[config.mk]
export PLATFORM = sky130hd
export DESIGN_NAME = conv_window_feeder_flat
export DESIGN_NICKNAME = d
export VERILOG_FILES = /design/src/rtl/conv_window_feeder_pkg.sv /design/src/rtl/conv_window_feeder_if.sv /design/src/rtl/conv_window_feeder_addr_gen.sv /design/src/rtl/conv_window_feeder.sv /design/src/flat_wrapper.sv
export SDC_FILE = /design/constraint.sdc
export NUM_CORES = 1
export LEC_CHECK = 0
export ABC_CLOCK_PERIOD_IN_PS = 9100
export CAP_MARGIN = 10
export CORE_MARGIN = 5
export CORE_UTILIZATION = 25
export DETAILED_ROUTE_END_ITERATION = 10
export GPL_TIMING_DRIVEN = 0
export HOLD_SLACK_MARGIN = 0.02
export PLACE_DENSITY = 0.41
export SLEW_MARGIN = 25
export SYNTH_ARGS = -nofsm -noshare
export SYNTH_HDL_FRONTEND = slang
export SYNTH_HIERARCHICAL = 1
export SYNTH_SLANG_ARGS = --single-unit
[constraint.sdc]
create_clock -name clk -period 9.1 [get_ports clk]
set_input_delay 1.82 -clock clk [delete_from_list [all_inputs] [get_ports clk]]
set_output_delay 1.82 -clock clk [all_outputs]
set_load 0.1 [all_outputs]
[src/rtl/conv_window_feeder_pkg.sv]
// Shared types and sizing helpers for the convolution front end and the dot-product array.
package ttpu_conv_pkg;
  localparam int DATA_WIDTH_DEF = 16;
  localparam int NUM_UNITS_DEF  = 4;

  localparam logic [1:0] SEL_IMG  = 2'd0;
  localparam logic [1:0] SEL_KER  = 2'd1;
  localparam logic [1:0] SEL_BIAS = 2'd2;

  typedef logic [NUM_UNITS_DEF-1:0][DATA_WIDTH_DEF-1:0] vector_t;

  typedef enum logic [2:0] {S_IDLE, S_ISSUE, S_STREAM, S_WAIT_DONE, S_FINISH} fsm_state_e;

  function automatic int out_width(int image_width, int kernel_size);
    return image_width - kernel_size + 1;
  endfunction

  function automatic int num_groups(int image_width, int kernel_size, int num_units);
    int ow;
    ow = out_width(image_width, kernel_size);
    return (ow * ow + num_units - 1) / num_units;
  endfunction

  function automatic int cw(int n);
    return (n > 1) ? $clog2(n) : 1;
  endfunction
endpackage

[src/rtl/conv_window_feeder_if.sv]
// Load port, pass control and per-tap vector stream between host, feeder and dot-product array.
interface conv_window_feeder_if #(
  parameter int DATA_WIDTH  = 16,
  parameter int NUM_UNITS   = 4,
  parameter int IMAGE_WIDTH = 5,
  parameter int KERNEL_SIZE = 3
);
  localparam int AW = $clog2(IMAGE_WIDTH * IMAGE_WIDTH);
  localparam int LW = $clog2(KERNEL_SIZE * KERNEL_SIZE + 1);

  logic                                 load_en;
  logic [1:0]                           load_sel;
  logic [AW-1:0]                        load_addr;
  logic [DATA_WIDTH-1:0]                load_data;
  logic                                 start;
  logic                                 busy;
  logic                                 all_done;
  logic                                 dp_start;
  logic [NUM_UNITS-1:0]                 active_units;
  logic [LW-1:0]                        length;
  logic [NUM_UNITS-1:0][DATA_WIDTH-1:0] a_out_array;
  logic [NUM_UNITS-1:0][DATA_WIDTH-1:0] b_out_array;
  logic [NUM_UNITS-1:0][DATA_WIDTH-1:0] bias_array;
  logic                                 array_done;
  logic                                 done;

  modport master (
    output load_en, load_sel, load_addr, load_data, start, array_done, done,
    input  busy, all_done, dp_start, active_units, length, a_out_array, b_out_array, bias_array
  );
  modport slave (
    input  load_en, load_sel, load_addr, load_data, start, array_done, done,
    output busy, all_done, dp_start, active_units, length, a_out_array, b_out_array, bias_array
  );
endinterface

[src/rtl/conv_window_feeder_addr_gen.sv]
// Group/tap counters and per-unit image addresses for the next vector; addresses track the
// counters' next state so the top can register the vector on the same edge the counters move.
module conv_addr_gen
  import ttpu_conv_pkg::*;
#(
  parameter int NUM_UNITS   = 4,
  parameter int IMAGE_WIDTH = 5,
  parameter int KERNEL_SIZE = 3,
  parameter int AW          = $clog2(IMAGE_WIDTH * IMAGE_WIDTH),
  parameter int TW          = cw(KERNEL_SIZE * KERNEL_SIZE)
) (
  input  logic                          clk,
  input  logic                          reset,
  input  logic                          clear,
  input  logic                          adv_tap,
  input  logic                          adv_grp,
  output logic [NUM_UNITS-1:0][AW-1:0]  addr,
  output logic [NUM_UNITS-1:0]          valid,
  output logic [TW-1:0]                 tap_nxt,
  output logic                          tap_last,
  output logic                          grp_last
);
  localparam int OUT_W  = out_width(IMAGE_WIDTH, KERNEL_SIZE);
  localparam int KK     = KERNEL_SIZE * KERNEL_SIZE;
  localparam int NG     = num_groups(IMAGE_WIDTH, KERNEL_SIZE, NUM_UNITS);
  localparam int GW     = cw(NG);
  localparam int KW     = cw(KERNEL_SIZE);
  localparam int RW     = $clog2(OUT_W + NUM_UNITS + 2);
  localparam int STEP_R = NUM_UNITS / OUT_W;
  localparam int STEP_C = NUM_UNITS % OUT_W;

  logic [GW-1:0] grp_q, grp_d;
  logic [TW-1:0] tap_q, tap_d;
  logic [KW-1:0] kr_q, kr_d, kc_q, kc_d;
  logic [RW-1:0] r0_q, r0_d, c0_q, c0_d, c_step;

  always_comb begin
    grp_d  = grp_q;
    tap_d  = tap_q;
    kr_d   = kr_q;
    kc_d   = kc_q;
    r0_d   = r0_q;
    c0_d   = c0_q;
    c_step = c0_q + RW'(STEP_C);
    if (clear) begin
      grp_d = '0; tap_d = '0; kr_d = '0; kc_d = '0; r0_d = '0; c0_d = '0;
    end else if (adv_grp) begin
      // unit-0 pixel moves on by NUM_UNITS: column wraps into the row
      grp_d = grp_q + GW'(1);
      tap_d = '0; kr_d = '0; kc_d = '0;
      if (c_step >= RW'(OUT_W)) begin
        c0_d = c_step - RW'(OUT_W);
        r0_d = r0_q + RW'(STEP_R + 1);
      end else begin
        c0_d = c_step;
        r0_d = r0_q + RW'(STEP_R);
      end
    end else if (adv_tap) begin
      tap_d = tap_q + TW'(1);
      if (kc_q == KW'(KERNEL_SIZE - 1)) begin
        kc_d = '0;
        kr_d = kr_q + KW'(1);
      end else begin
        kc_d = kc_q + KW'(1);
      end
    end
  end

  for (genvar u = 0; u < NUM_UNITS; u++) begin : g_unit
    localparam int DR = u / OUT_W;
    localparam int DC = u % OUT_W;
    logic [RW-1:0] c_sum, c_u, r_u;
    logic          wrap;
    assign c_sum    = c0_d + RW'(DC);
    assign wrap     = c_sum >= RW'(OUT_W);
    assign c_u      = wrap ? c_sum - RW'(OUT_W) : c_sum;
    assign r_u      = r0_d + RW'(DR) + (wrap ? RW'(1) : RW'(0));
    assign valid[u] = r_u < RW'(OUT_W);
    assign addr[u]  = AW'((int'(r_u) + int'(kr_d)) * IMAGE_WIDTH + int'(c_u) + int'(kc_d));
  end

  assign tap_nxt  = tap_d;
  assign tap_last = tap_q == TW'(KK - 1);
  assign grp_last = grp_q == GW'(NG - 1);

  always_ff @(posedge clk or posedge reset) begin
    if (reset) begin
      grp_q <= '0; tap_q <= '0; kr_q <= '0; kc_q <= '0; r0_q <= '0; c0_q <= '0;
    end else begin
      grp_q <= grp_d; tap_q <= tap_d; kr_q <= kr_d; kc_q <= kc_d; r0_q <= r0_d; c0_q <= c0_d;
    end
  end
endmodule

[src/rtl/conv_window_feeder.sv]
// Image/kernel/bias buffers plus pass FSM; streams valid-conv windows one kernel tap at a time
// to NUM_UNITS dot-product units, one output pixel per unit per group.
module conv_window_feeder
  import ttpu_conv_pkg::*;
#(
  parameter int DATA_WIDTH  = 16,
  parameter int NUM_UNITS   = 4,
  parameter int IMAGE_WIDTH = 5,
  parameter int KERNEL_SIZE = 3
) (
  input  logic                 clk,
  input  logic                 reset,
  conv_window_feeder_if.slave  bus
);
  localparam int KK    = KERNEL_SIZE * KERNEL_SIZE;
  localparam int IMG_N = IMAGE_WIDTH * IMAGE_WIDTH;
  localparam int AW    = $clog2(IMG_N);
  localparam int TW    = cw(KK);
  localparam int LW    = $clog2(KK + 1);

  typedef logic [NUM_UNITS-1:0][DATA_WIDTH-1:0] vec_t;

  logic [DATA_WIDTH-1:0] img_mem [IMG_N];
  logic [DATA_WIDTH-1:0] ker_mem [KK];
  logic [DATA_WIDTH-1:0] bias_mem;

  fsm_state_e           state_q, state_d;
  logic                 busy_q, busy_d, all_done_q, all_done_d, dp_start_q, dp_start_d;
  logic [NUM_UNITS-1:0] active_q, active_d;
  vec_t                 a_q, a_d, b_q, b_d, bias_q, bias_d;
  logic                 clear, adv_tap, adv_grp, load_vec, zero_vec, grp_step;
  logic                 wr_img, wr_ker, wr_bias;

  logic [NUM_UNITS-1:0][AW-1:0] addr;
  logic [NUM_UNITS-1:0]         valid;
  logic [TW-1:0]                tap_nxt;
  logic                         tap_last, grp_last;

  conv_addr_gen #(
    .NUM_UNITS(NUM_UNITS), .IMAGE_WIDTH(IMAGE_WIDTH), .KERNEL_SIZE(KERNEL_SIZE), .AW(AW), .TW(TW)
  ) u_addr_gen (
    .clk(clk), .reset(reset), .clear(clear), .adv_tap(adv_tap), .adv_grp(adv_grp),
    .addr(addr), .valid(valid), .tap_nxt(tap_nxt), .tap_last(tap_last), .grp_last(grp_last)
  );

  assign wr_img  = bus.load_en && !busy_q && bus.load_sel == SEL_IMG && int'(bus.load_addr) < IMG_N;
  assign wr_ker  = bus.load_en && !busy_q && bus.load_sel == SEL_KER && int'(bus.load_addr) < KK;
  assign wr_bias = bus.load_en && !busy_q && bus.load_sel == SEL_BIAS;

  // Buffer contents survive reset; only the registered outputs are cleared.
  always_ff @(posedge clk) begin
    if (wr_img)  img_mem[bus.load_addr] <= bus.load_data;
    if (wr_ker)  ker_mem[bus.load_addr[TW-1:0]] <= bus.load_data;
    if (wr_bias) bias_mem <= bus.load_data;
  end

  assign bias_d = wr_bias ? {NUM_UNITS{bus.load_data}} : {NUM_UNITS{bias_mem}};

  always_comb begin
    state_d    = state_q;
    busy_d     = busy_q;
    all_done_d = 1'b0;
    dp_start_d = 1'b0;
    clear      = 1'b0;
    adv_tap    = 1'b0;
    adv_grp    = 1'b0;
    load_vec   = 1'b0;
    zero_vec   = 1'b0;
    grp_step   = 1'b0;
    case (state_q)
      S_IDLE: if (bus.start) begin
        state_d = S_ISSUE; busy_d = 1'b1; dp_start_d = 1'b1; clear = 1'b1; load_vec = 1'b1;
      end
      S_ISSUE: state_d = S_STREAM;
      S_STREAM: begin
        // done only counts once the last tap is on the bus; extra array_done there just parks
        if (bus.done && tap_last) grp_step = 1'b1;
        else if (bus.array_done) begin
          if (tap_last) state_d = S_WAIT_DONE;
          else begin adv_tap = 1'b1; load_vec = 1'b1; end
        end
      end
      S_WAIT_DONE: grp_step = bus.done;
      S_FINISH: state_d = S_IDLE;
      default: state_d = S_IDLE;
    endcase
    if (grp_step) begin
      if (grp_last) begin
        state_d = S_FINISH; busy_d = 1'b0; all_done_d = 1'b1; zero_vec = 1'b1;
      end else begin
        state_d = S_ISSUE; dp_start_d = 1'b1; adv_grp = 1'b1; load_vec = 1'b1;
      end
    end
  end

  always_comb begin
    active_d = active_q;
    a_d      = a_q;
    b_d      = b_q;
    if (zero_vec) begin
      active_d = '0; a_d = '0; b_d = '0;
    end else if (load_vec) begin
      for (int u = 0; u < NUM_UNITS; u++) begin
        active_d[u] = valid[u];
        a_d[u]      = valid[u] ? img_mem[addr[u]] : '0;
        b_d[u]      = valid[u] ? ker_mem[tap_nxt] : '0;
      end
    end
  end

  always_ff @(posedge clk or posedge reset) begin
    if (reset) begin
      state_q <= S_IDLE; busy_q <= 1'b0; all_done_q <= 1'b0; dp_start_q <= 1'b0;
      active_q <= '0; a_q <= '0; b_q <= '0; bias_q <= '0;
    end else begin
      state_q <= state_d; busy_q <= busy_d; all_done_q <= all_done_d; dp_start_q <= dp_start_d;
      active_q <= active_d; a_q <= a_d; b_q <= b_d; bias_q <= bias_d;
    end
  end

  assign bus.busy         = busy_q;
  assign bus.all_done     = all_done_q;
  assign bus.dp_start     = dp_start_q;
  assign bus.active_units = active_q;
  assign bus.length       = LW'(KK);
  assign bus.a_out_array  = a_q;
  assign bus.b_out_array  = b_q;
  assign bus.bias_array   = bias_q;
endmodule

[src/flat_wrapper.sv]
// flat-port wrapper written by rule: the top's interface ports become plain ports
module conv_window_feeder_flat import ttpu_conv_pkg::*;
#(
  parameter int DATA_WIDTH  = 16,
  parameter int NUM_UNITS   = 4,
  parameter int IMAGE_WIDTH = 5,
  parameter int KERNEL_SIZE = 3
)
  (clk, reset, bus_load_en, bus_load_sel, bus_load_addr, bus_load_data, bus_start, bus_array_done, bus_done, bus_busy, bus_all_done, bus_dp_start, bus_active_units, bus_length, bus_a_out_array, bus_b_out_array, bus_bias_array);
  conv_window_feeder_if #(.DATA_WIDTH(DATA_WIDTH), .NUM_UNITS(NUM_UNITS), .IMAGE_WIDTH(IMAGE_WIDTH), .KERNEL_SIZE(KERNEL_SIZE)) bus_i ();
  input  logic clk;
  input  logic reset;
  input wire logic [$bits(bus_i.load_en)-1:0] bus_load_en;
  input wire logic [$bits(bus_i.load_sel)-1:0] bus_load_sel;
  input wire logic [$bits(bus_i.load_addr)-1:0] bus_load_addr;
  input wire logic [$bits(bus_i.load_data)-1:0] bus_load_data;
  input wire logic [$bits(bus_i.start)-1:0] bus_start;
  input wire logic [$bits(bus_i.array_done)-1:0] bus_array_done;
  input wire logic [$bits(bus_i.done)-1:0] bus_done;
  output wire logic [$bits(bus_i.busy)-1:0] bus_busy;
  output wire logic [$bits(bus_i.all_done)-1:0] bus_all_done;
  output wire logic [$bits(bus_i.dp_start)-1:0] bus_dp_start;
  output wire logic [$bits(bus_i.active_units)-1:0] bus_active_units;
  output wire logic [$bits(bus_i.length)-1:0] bus_length;
  output wire logic [$bits(bus_i.a_out_array)-1:0] bus_a_out_array;
  output wire logic [$bits(bus_i.b_out_array)-1:0] bus_b_out_array;
  output wire logic [$bits(bus_i.bias_array)-1:0] bus_bias_array;
  assign bus_i.load_en = bus_load_en;
  assign bus_i.load_sel = bus_load_sel;
  assign bus_i.load_addr = bus_load_addr;
  assign bus_i.load_data = bus_load_data;
  assign bus_i.start = bus_start;
  assign bus_i.array_done = bus_array_done;
  assign bus_i.done = bus_done;
  assign bus_busy = bus_i.busy;
  assign bus_all_done = bus_i.all_done;
  assign bus_dp_start = bus_i.dp_start;
  assign bus_active_units = bus_i.active_units;
  assign bus_length = bus_i.length;
  assign bus_a_out_array = bus_i.a_out_array;
  assign bus_b_out_array = bus_i.b_out_array;
  assign bus_bias_array = bus_i.bias_array;
  conv_window_feeder #(.DATA_WIDTH(DATA_WIDTH), .NUM_UNITS(NUM_UNITS), .IMAGE_WIDTH(IMAGE_WIDTH), .KERNEL_SIZE(KERNEL_SIZE)) u_core (.clk(clk), .reset(reset), .bus(bus_i));
endmodule
Yosys cells after proc, flatten, opt, wreduce, memory -nomap -nowiden
Memories as Yosys holds them, arrays and structs flattened. Index checks and enable logic that the tools add are counted. W data, S select, Z words.

Bits in latches: 0. RAM bits: 544. Register bits: 236. ROM bits: 0. Memories: 2. Input port bits: 29. Word-level logic and storage cells: 168. Output and inout bits: 203.

Memory list: u_core.img_mem (depth 25, width 16, read ports 4, clocked after memory_dff 0, wr ports 1, RTL line conv_window_feeder.sv:23) `logic [DATA_WIDTH-1:0] img_mem [IMG_N];`; u_core.ker_mem (depth 9, width 16, read ports 1, clocked after memory_dff 0, wr ports 1, RTL line conv_window_feeder.sv:24) `logic [DATA_WIDTH-1:0] ker_mem [KK];`.

Bitwise gates (word level): 0. Equality and inequality tests: 13. Shift-type cells: 0. $add $sub $neg: 30. Multiply operators: 4. Mux-type cells: 72. Reduce and logical (&&, ||, !) cells: 13. $lt $le $gt $ge: 10. Divide/modulo/power cells: 0.

Operator list (count): $mux W64 (5); $mux W16 (8); $mux W4 (14); $mux W1 (26); $add A4 B1 Y4 const B (5); $add A4 B2 Y5 (4); $add A5 B2 Y5 (4); $add A5 B4 Y5 (4); $mul A5 B3 Y5 const B (4); $mux W2 (10); $mux W3 (6); $ge A4 B2 Y1 const B (4); $lt A4 B2 Y1 const B (4); $sub A4 B2 Y4 const B (4); $add A4 B1 Y4 (3); $pmux W3 S4 (1); $ne A3 B2 Y1 const B (3); $add A4 B2 Y4 const B (2); $logic_and A1 B1 Y1 (7); $add A2 B1 Y2 const B (3); $eq A2 B2 Y1 const B (3); $eq A3 B2 Y1 const B (2); $lt A5 B4 Y1 const B (1); $lt A5 B5 Y1 const B (1); 12 further kinds (14).

Depth between registers and ports, before layout
Gate-level depths: netlist of the first run. An unclocked memory read counts as a cell.

Depth in word-level cells: 19. Gate-level depth with buffers: 40.

Hierarchy
The synthesis of the first run kept the hierarchy.

By module, submodules not included: conv_window_feeder (times used 1, cells an instance 2199, area an instance 36500.0 µm²); conv_addr_gen (times used 1, cells an instance 388, area an instance 3353.2 µm²).

Worst setup path before layout of the first run
Ideal clock, no wire load.

Kind: input to register. Start: input bus_done. End: register u_core.a_q, in the netlist u_core/bus.a_out_array[19]. Data arrival time: 8.592 ns. Required time: 8.978 ns. Slack: 0.386 ns. Stages on the path: 32. Setup time: 0.122 ns. Cells stage by stage: o211a_1 and2_1 nand2_1 inv_2 clkbuf_1 o2111ai_1 xnor2_1 nor2_1 ha_1 buf_1 nor4_1 a221o_1 nor2_1 nand2_1 ha_1 ha_1 inv_1 fa_1 nor2_1 and3_1 a2111oi_2 fa_1 inv_1 a21o_1 a21oi_1 xnor2_1 xnor2_1 buf_1 buf_1 mux2i_1 a211oi_1 a22o_1.

RTL lines: from (decl) (RTL line flat_wrapper.sv:19) `input wire logic [$bits(bus_i.done)-1:0] bus_done;`; to (signal assigned) (RTL line conv_window_feeder.sv:114) `active_q <= '0; a_q <= '0; b_q <= '0; bias_q <= '0;`; to (signal assigned) (RTL line conv_window_feeder.sv:117) `active_q <= active_d; a_q <= a_d; b_q <= b_d; bias_q <= bias_d;`; to (decl) (RTL line conv_window_feeder.sv:30) `vec_t a_q, a_d, b_q, b_d, bias_q, bias_d;`.

==> results.yml, run 1 <==
run_status:
  status: "completed"
routing:
  drt_iter0_markers: 3567
  drc: 0
  dr.pass1.iters: 6
  via_count: 28240
  avgRoutedWirePerCell_um: 36.11
  drt-total-wl_mm: 185.0
  vias_per_cell: 5.514
  ant_nets: 0
worst_setup_path:
  crit-reg2reg-launch: "u_core/u_addr_gen/tap_q[0]$_DFF_PP0_"
  critical_path.endpoint_type: "register"
  cpPeakStageDelay_ps: 620
  critPathLaunchType: "primary input"
  crit_top_cell: "ha_1"
  critical_path.max_fanout: 10
  crit_slowest_cell: "o221ai_1"
  r2r_end: "u_core/bus.a_out_array[61]$_DFFE_PP0P_"
  crit_type: "primary input to register"
  reg2reg_depth: 32
  reg2reg_slack_ps: 960
  arrival_ps: 9520
  cp_data_required_time_ps: 9660
final_layout:
  final_util_pct: 31.35
  final_cell_area_sq_mm: 0.04965
  fillers: 15520
  nets: 3077
  area_growth_pct: 24.57
  drive_gt1_share_pct: 32.53
timing:
  setup_viol: 0
  clock_skew_ps: 31.33
  fin_crit_ps: 8960
  min_period_over_period_pct: 98.46
  rsz0062_at_grt: "false"
  layout_setup_ws_ps: 140.3
  worst_pin_slew_ps: 1235
  fmax_mhz: 111.6
  slew_violations: 0
  hold_violations: 0
  timing.slew.headroom_pct: 17.66
yosys:
  synth_largest_area_cell: "edfxtp_1"
  ys_seq_area_share_pct: 53.00
  yosys.area.top_type_share_pct: 42.20
  syn_inst: 2587
  synth_warnings: 6
  synth_edf_count: 560
  synth_seq_cells: 732
  ys_async_sr_fraction_pct: 23.50
  yosysUniqueCellTypes: 78
  ys_top_cells_by_area: "edfxtp_1 (42%), mux4_2 (22%), dfrtp_1 (11%), mux2i_1 (3.5%), ha_1 (1.9%)"
  synthFlopType: "edfxtp_1"
  synth.avg_cell_area_sq_um: 15.41
  syn_area_sq_mm: 0.03985
global_route:
  grt_usage_pct: 21.45
  first_global_vias: 27590
  grt-ovfl-total: 0
  grt_max_degree: 88
  grt_pass1_wl_mm: 246.7
  antenna_found_initial: 8
floorplan:
  start_util_pct: 25.16
  die_w_um: 409.3
  ios: 232
  die_y_um: 409.3
  coreArea_sq_mm: 0.1584
  design.die.area_sq_mm: 0.1675
  num_rows: 146
cts:
  root_buffer: "clkbuf_16"
  cts_htree_levels: 3
  clockBufferDepth: 3
  clkSlewWorstSetupHoldPaths_ps: 60
  hold_buffers: 0
  clk_latency_ps: 720
  cts_num_sinks: 732
  cts_tree: "built"
  cts_buffers: 88
worst_hold_path:
  min_path_cells: 1
  hp-class: "register to register"
  hold_start: "u_core/bias_mem[13]$_DFFE_PP_"
  hold_end: "u_core/bus.bias_array[13]$_DFF_PP0_"
placed_design:
  place_area_sq_mm: 0.04603
  pre_cts_ws_ps: -3620
  place_congestion: 0.9578
  io_buffers: 227
  hpwl_mm: 138.2
flow_run:
  drv_cap: 0
==> per-layer routing <==
metal  track usage, %  vias to the layer above  share of wire, %
li1                 -                    11240                 -
met2            33.16                     1644                45
met3            6.114                      375               9.9
met4            9.398                        2               5.0
met1            28.12                    14990                40
met5                0                        -            0.0070
==> worst max-delay path: cells and delay by family <==
kind | cells | cell delay, ps
adder cells (fa/ha/maj) | 7 | 2000
XOR/XNOR | 2 | 550
AO/OA/AOI/OAI | 5 | 1250
AND/OR/NAND/NOR | 6 | 1480
buffers and inverters | 9 | 2380
==> per-stage QoR <==
step | cells | TNS, ps | hold WS [ps]
floorplan | 2589 | 0 | 455.5
global placement | 4888 | -280530 | 459.5
detailed placement | 4943 | -149010 | 465.1
CTS | 5115 | 0 | 477.9
global route | 5119 | 0 | 487.0
finish | 5122 | 0 | 474.8
==> synthesized netlist by cell type (3+ instances only) <==
cell type	count
a2111oi_0	11
a211oi_1	40
a21o_1	17
a21oi_1	76
a222oi_1	28
a22o_1	44
a22oi_1	45
and2_1	8
and3_1	7
buf_1	15
buf_2	59
buf_4	74
buf_6	10
clkbuf_1	80
dfrtp_1	172
edfxtp_1	560
fa_1	17
ha_1	61
inv_1	47
mux2_2	40
mux2i_1	139
mux4_2	391
nand2_1	179
nand2b_1	14
nand3_1	7
nand3b_1	3
nand4_1	6
nor2_1	108
nor2b_1	31
nor3_1	5
nor3b_1	4
o211ai_1	3
o21ai_0	113
o21ai_1	5
o21ai_2	3
o221ai_1	9
o22ai_1	37
o31ai_1	9
or2_2	4
or3_1	7
xnor2_1	30
xor2_1	24
==> placed cells by master, fill, tap and decap left out, types with 28 or more instances in the layout <==
cell	instances
a211oi_1	35
a21oi_1	52
a222oi_1	28
a22o_1	44
a22oi_1	40
buf_2	90
buf_4	90
clkbuf_1	57
clkbuf_16	88
clkbuf_2	33
clkdlybuf4s50_1	201
dfrtp_1	172
edfxtp_1	560
ha_1	58
inv_1	45
mux2_2	40
mux2i_1	139
mux4_2	391
nand2_1	177
nor2_1	67
nor2_4	28
o21ai_0	113
o22ai_1	37
==> sequential cells by signal, indices dropped and copies added, names as in the netlist, 3 cells and up <==
name	flops
u_core/bias_mem	16
u_core/bus.a_out_array	64
u_core/bus.active_units	4
u_core/bus.b_out_array	64
u_core/bus.bias_array	16
u_core/img_mem	400
u_core/ker_mem	144
u_core/state_q	3
u_core/u_addr_gen/c0_q	4
u_core/u_addr_gen/r0_q	4
u_core/u_addr_gen/tap_q	4
==> cell type report <==
type	count	area (sq um)	area share, %
Antenna cell	4	10.01	0.02016
Multi-Input combinational cell	1568	17940	36.14
Inverter	50	205.2	0.4133
Clock inverter	47	545.5	1.099
Timing Repair Buffer	294	3378	6.805
Buffer	236	1465	2.951
Clock buffer	119	2389	4.811
Tap cell	2072	2592	5.222
Sequential cell	732	21120	42.54
==> kinds of logic after synthesis <==
group / count (synthesis) / synth area share, %
flip-flops: 732 / 53.00
multiplexers: 570 / 26.72
AO/OA/AOI/OAI: 465 / 7.993
AND/OR/NAND/NOR: 396 / 4.464
buffers and inverters: 289 / 3.815
adder cells (fa/ha/maj): 78 / 2.769
XOR/XNOR: 55 / 1.228
other: 2 / 0.01884
==> worst max-delay path by stage <==
stage	from	slack (ps)	to
3_5_place_dp	bus_done	-3620	u_core/bus.a_out_array[27]$_DFFE_PP0P_
4_1_cts	bus_start	10	u_core/bus.a_out_array[27]$_DFFE_PP0P_
6_report	bus_start	140	u_core/bus.a_out_array[61]$_DFFE_PP0P_
2_1_floorplan	bus_done	390	u_core/bus.a_out_array[19]$_DFFE_PP0P_
5_1_grt	bus_start	20	u_core/bus.a_out_array[35]$_DFFE_PP0P_
3_3_place_gp	bus_done	-3910	u_core/bus.a_out_array[27]$_DFFE_PP0P_
==> timing repair <==
| action | 4_1_cts | 5_1_grt |
|---|---|---|
| hold endpoints to repair | 0 | 0 |
| pin swaps | 12 | 15 |
| setup buffers | 7 | 5 |
| gates resized for setup | 114 | 49 |
| endpoints found under the setup margin | 64 | 63 |
Power of run 1 is left out: the tool's default activity adds up to more than one toggle a clock period on the data nets, which glitch-free logic cannot reach.
==> inputs of run 2 (changes only) <==
Settings changed: RECOVER_POWER set to 25.
==> run 2 against run 1 <==
The flow now finishes with violations (capacitance limit, slew limit). Critical path type unchanged. Register-to-register slack better by 50 ps. Via count down 0.30%. Clock skew rose by 2.1 ps. Clock-buffer cell count unchanged. Final cell count about the same. Global-route usage unchanged.
==> results.yml, run 2 (synthesis results as in run 1) <==
routing:
  drc: 0
  ant_nets: 0
  avgRoutedWirePerCell_um: 36.09
  via_count: 28160
  vias_per_cell: 5.500
  dr.pass1.iters: 7
  drt_iter0_markers: 3529
  drt-total-wl_mm: 184.7
cts:
  cts_buffers: 88
  clk_latency_ps: 720
  root_buffer: "clkbuf_16"
  hold_buffers: 0
  clockBufferDepth: 3
  cts_htree_levels: 3
  clkSlewWorstSetupHoldPaths_ps: 60
  cts_tree: "built"
  cts_num_sinks: 732
final_layout:
  nets: 3077
  top_register: "u_core/img_mem"
  final_cell_area_sq_mm: 0.04947
  largest_register_ff_count: 400
  multi_input_area_sq_mm: 0.01794
  regArea_sq_mm: 0.02112
  mostFrequentLayoutCell: "edfxtp_1"
  drive_gt1_share_pct: 31.71
  fillers: 15540
  final_cell_mix: "edfxtp_1 (560), mux4_2 (391), clkdlybuf4s50_1 (200)"
  area_growth_pct: 24.12
  final_util_pct: 31.23
worst_setup_path:
  cpPeakStageDelay_ps: 600
  arrival_ps: 9470
  crit_type: "primary input to register"
  crit_top_cell: "ha_1"
  crit_slowest_cell: "o221ai_1"
  critPathLaunchType: "primary input"
  critical_path.max_fanout: 10
  cp_data_required_time_ps: 9660
  critical_path.endpoint_type: "register"
global_route:
  grt-ovfl-total: 0
  antenna_found_initial: 8
  grt_max_degree: 88
  grt_pass1_wl_mm: 246.7
  first_global_vias: 27590
  grt_usage_pct: 21.45
floorplan:
  die_w_um: 409.3
  num_rows: 146
  ios: 232
  die_y_um: 409.3
  design.die.area_sq_mm: 0.1675
  start_util_pct: 25.16
  coreArea_sq_mm: 0.1584
placed_design:
  io_buffers: 227
  hpwl_mm: 138.2
  place_congestion: 0.9578
  place_area_sq_mm: 0.04603
timing:
  rsz0062_at_grt: "false"
  timing.slew.headroom_pct: -27.33
  slew_violations: 260
  hold_violations: 0
  clock_skew_ps: 33.38
  fin_crit_ps: 8913
  min_period_over_period_pct: 97.94
  fmax_mhz: 112.2
  worst_pin_slew_ps: 1900
  setup_viol: 0
run_status:
  status: "finished, violations left"
  violations: "capacitance limit, slew limit"
worst_hold_path:
  hp-class: "register to register"
flow_run:
  drv_cap: 9
[run 2: cell types whose count changed in the layout (fill, tap and decap cells not counted), moves of 3 or more]
cell	change
buf_2	-16
clkbuf_1	+25
buf_12	-9
diode_2	-3
[run 2: what timing repair did]
item                       4_1_cts  5_1_grt
setup endpoints to repair       64       63
buffers inserted                 7        5
resized for setup              114       49
pin swaps                       12       15
[run 2: final cells by class]
| class | instances | area share [%] |
|---|---|---|
| antenna | 1 | 0.005059 |
| buffer | 236 | 2.962 |
| clock inverter | 47 | 1.103 |
| timing repair buffer | 294 | 6.493 |
| inverter | 50 | 0.4022 |
| clock buffer | 119 | 4.829 |
| multi-input combinational | 1568 | 36.27 |
| sequential | 732 | 42.70 |
| tap | 2072 | 5.241 |
[run 2: layer usage]
layer	vias up	part of all wire (%)	track usage [%]
li1	11230	-	-
met1	14920	40	28.12
met2	1652	45	33.16
met3	355	9.9	6.114
met4	2	5.0	9.398
met5	-	0.0070	0
[run 2: worst max-delay path: cells and delay by family]
kind                     cells  cell delay (ps)
AO/OA/AOI/OAI                5             1230
buffers and inverters        9             2360
XOR/XNOR                     2              550
adder cells (fa/ha/maj)      7             2010
AND/OR/NAND/NOR              6             1480
[run 2: per-stage QoR]
step	worst slack [ps]	setup TNS, ps	std cells	hold slack (ps)
5_1_grt	16.42	0	5119	487.0
3_3_place_gp	-3912	-280530	4888	459.5
2_1_floorplan	385.8	0	2589	455.5
3_5_place_dp	-3620	-149010	4943	465.1
4_1_cts	13.94	0	5115	477.9
6_report	187.2	0	5119	473.4
[run 2: worst paths after layout]
path                            slack, ps                                      to  cells after the start                                  from
worst max register to register       1010  u_core/bus.a_out_array[61]$_DFFE_PP0P_                     32  u_core/u_addr_gen/tap_q[0]$_DFF_PP0_
worst min register to register        470     u_core/bus.bias_array[13]$_DFF_PP0_                      1         u_core/bias_mem[13]$_DFFE_PP_
worst min-delay path                  470     u_core/bus.bias_array[13]$_DFF_PP0_                      1         u_core/bias_mem[13]$_DFFE_PP_
max in group asynchronous            5570  u_core/bus.a_out_array[43]$_DFFE_PP0P_                      4                                 reset
min in group asynchronous            1760     u_core/u_addr_gen/c0_q[0]$_DFF_PP0_                      2                                 reset
worst max-delay path                  190  u_core/bus.a_out_array[61]$_DFFE_PP0P_                     29                             bus_start
Power of run 2 is left out for the same reason.
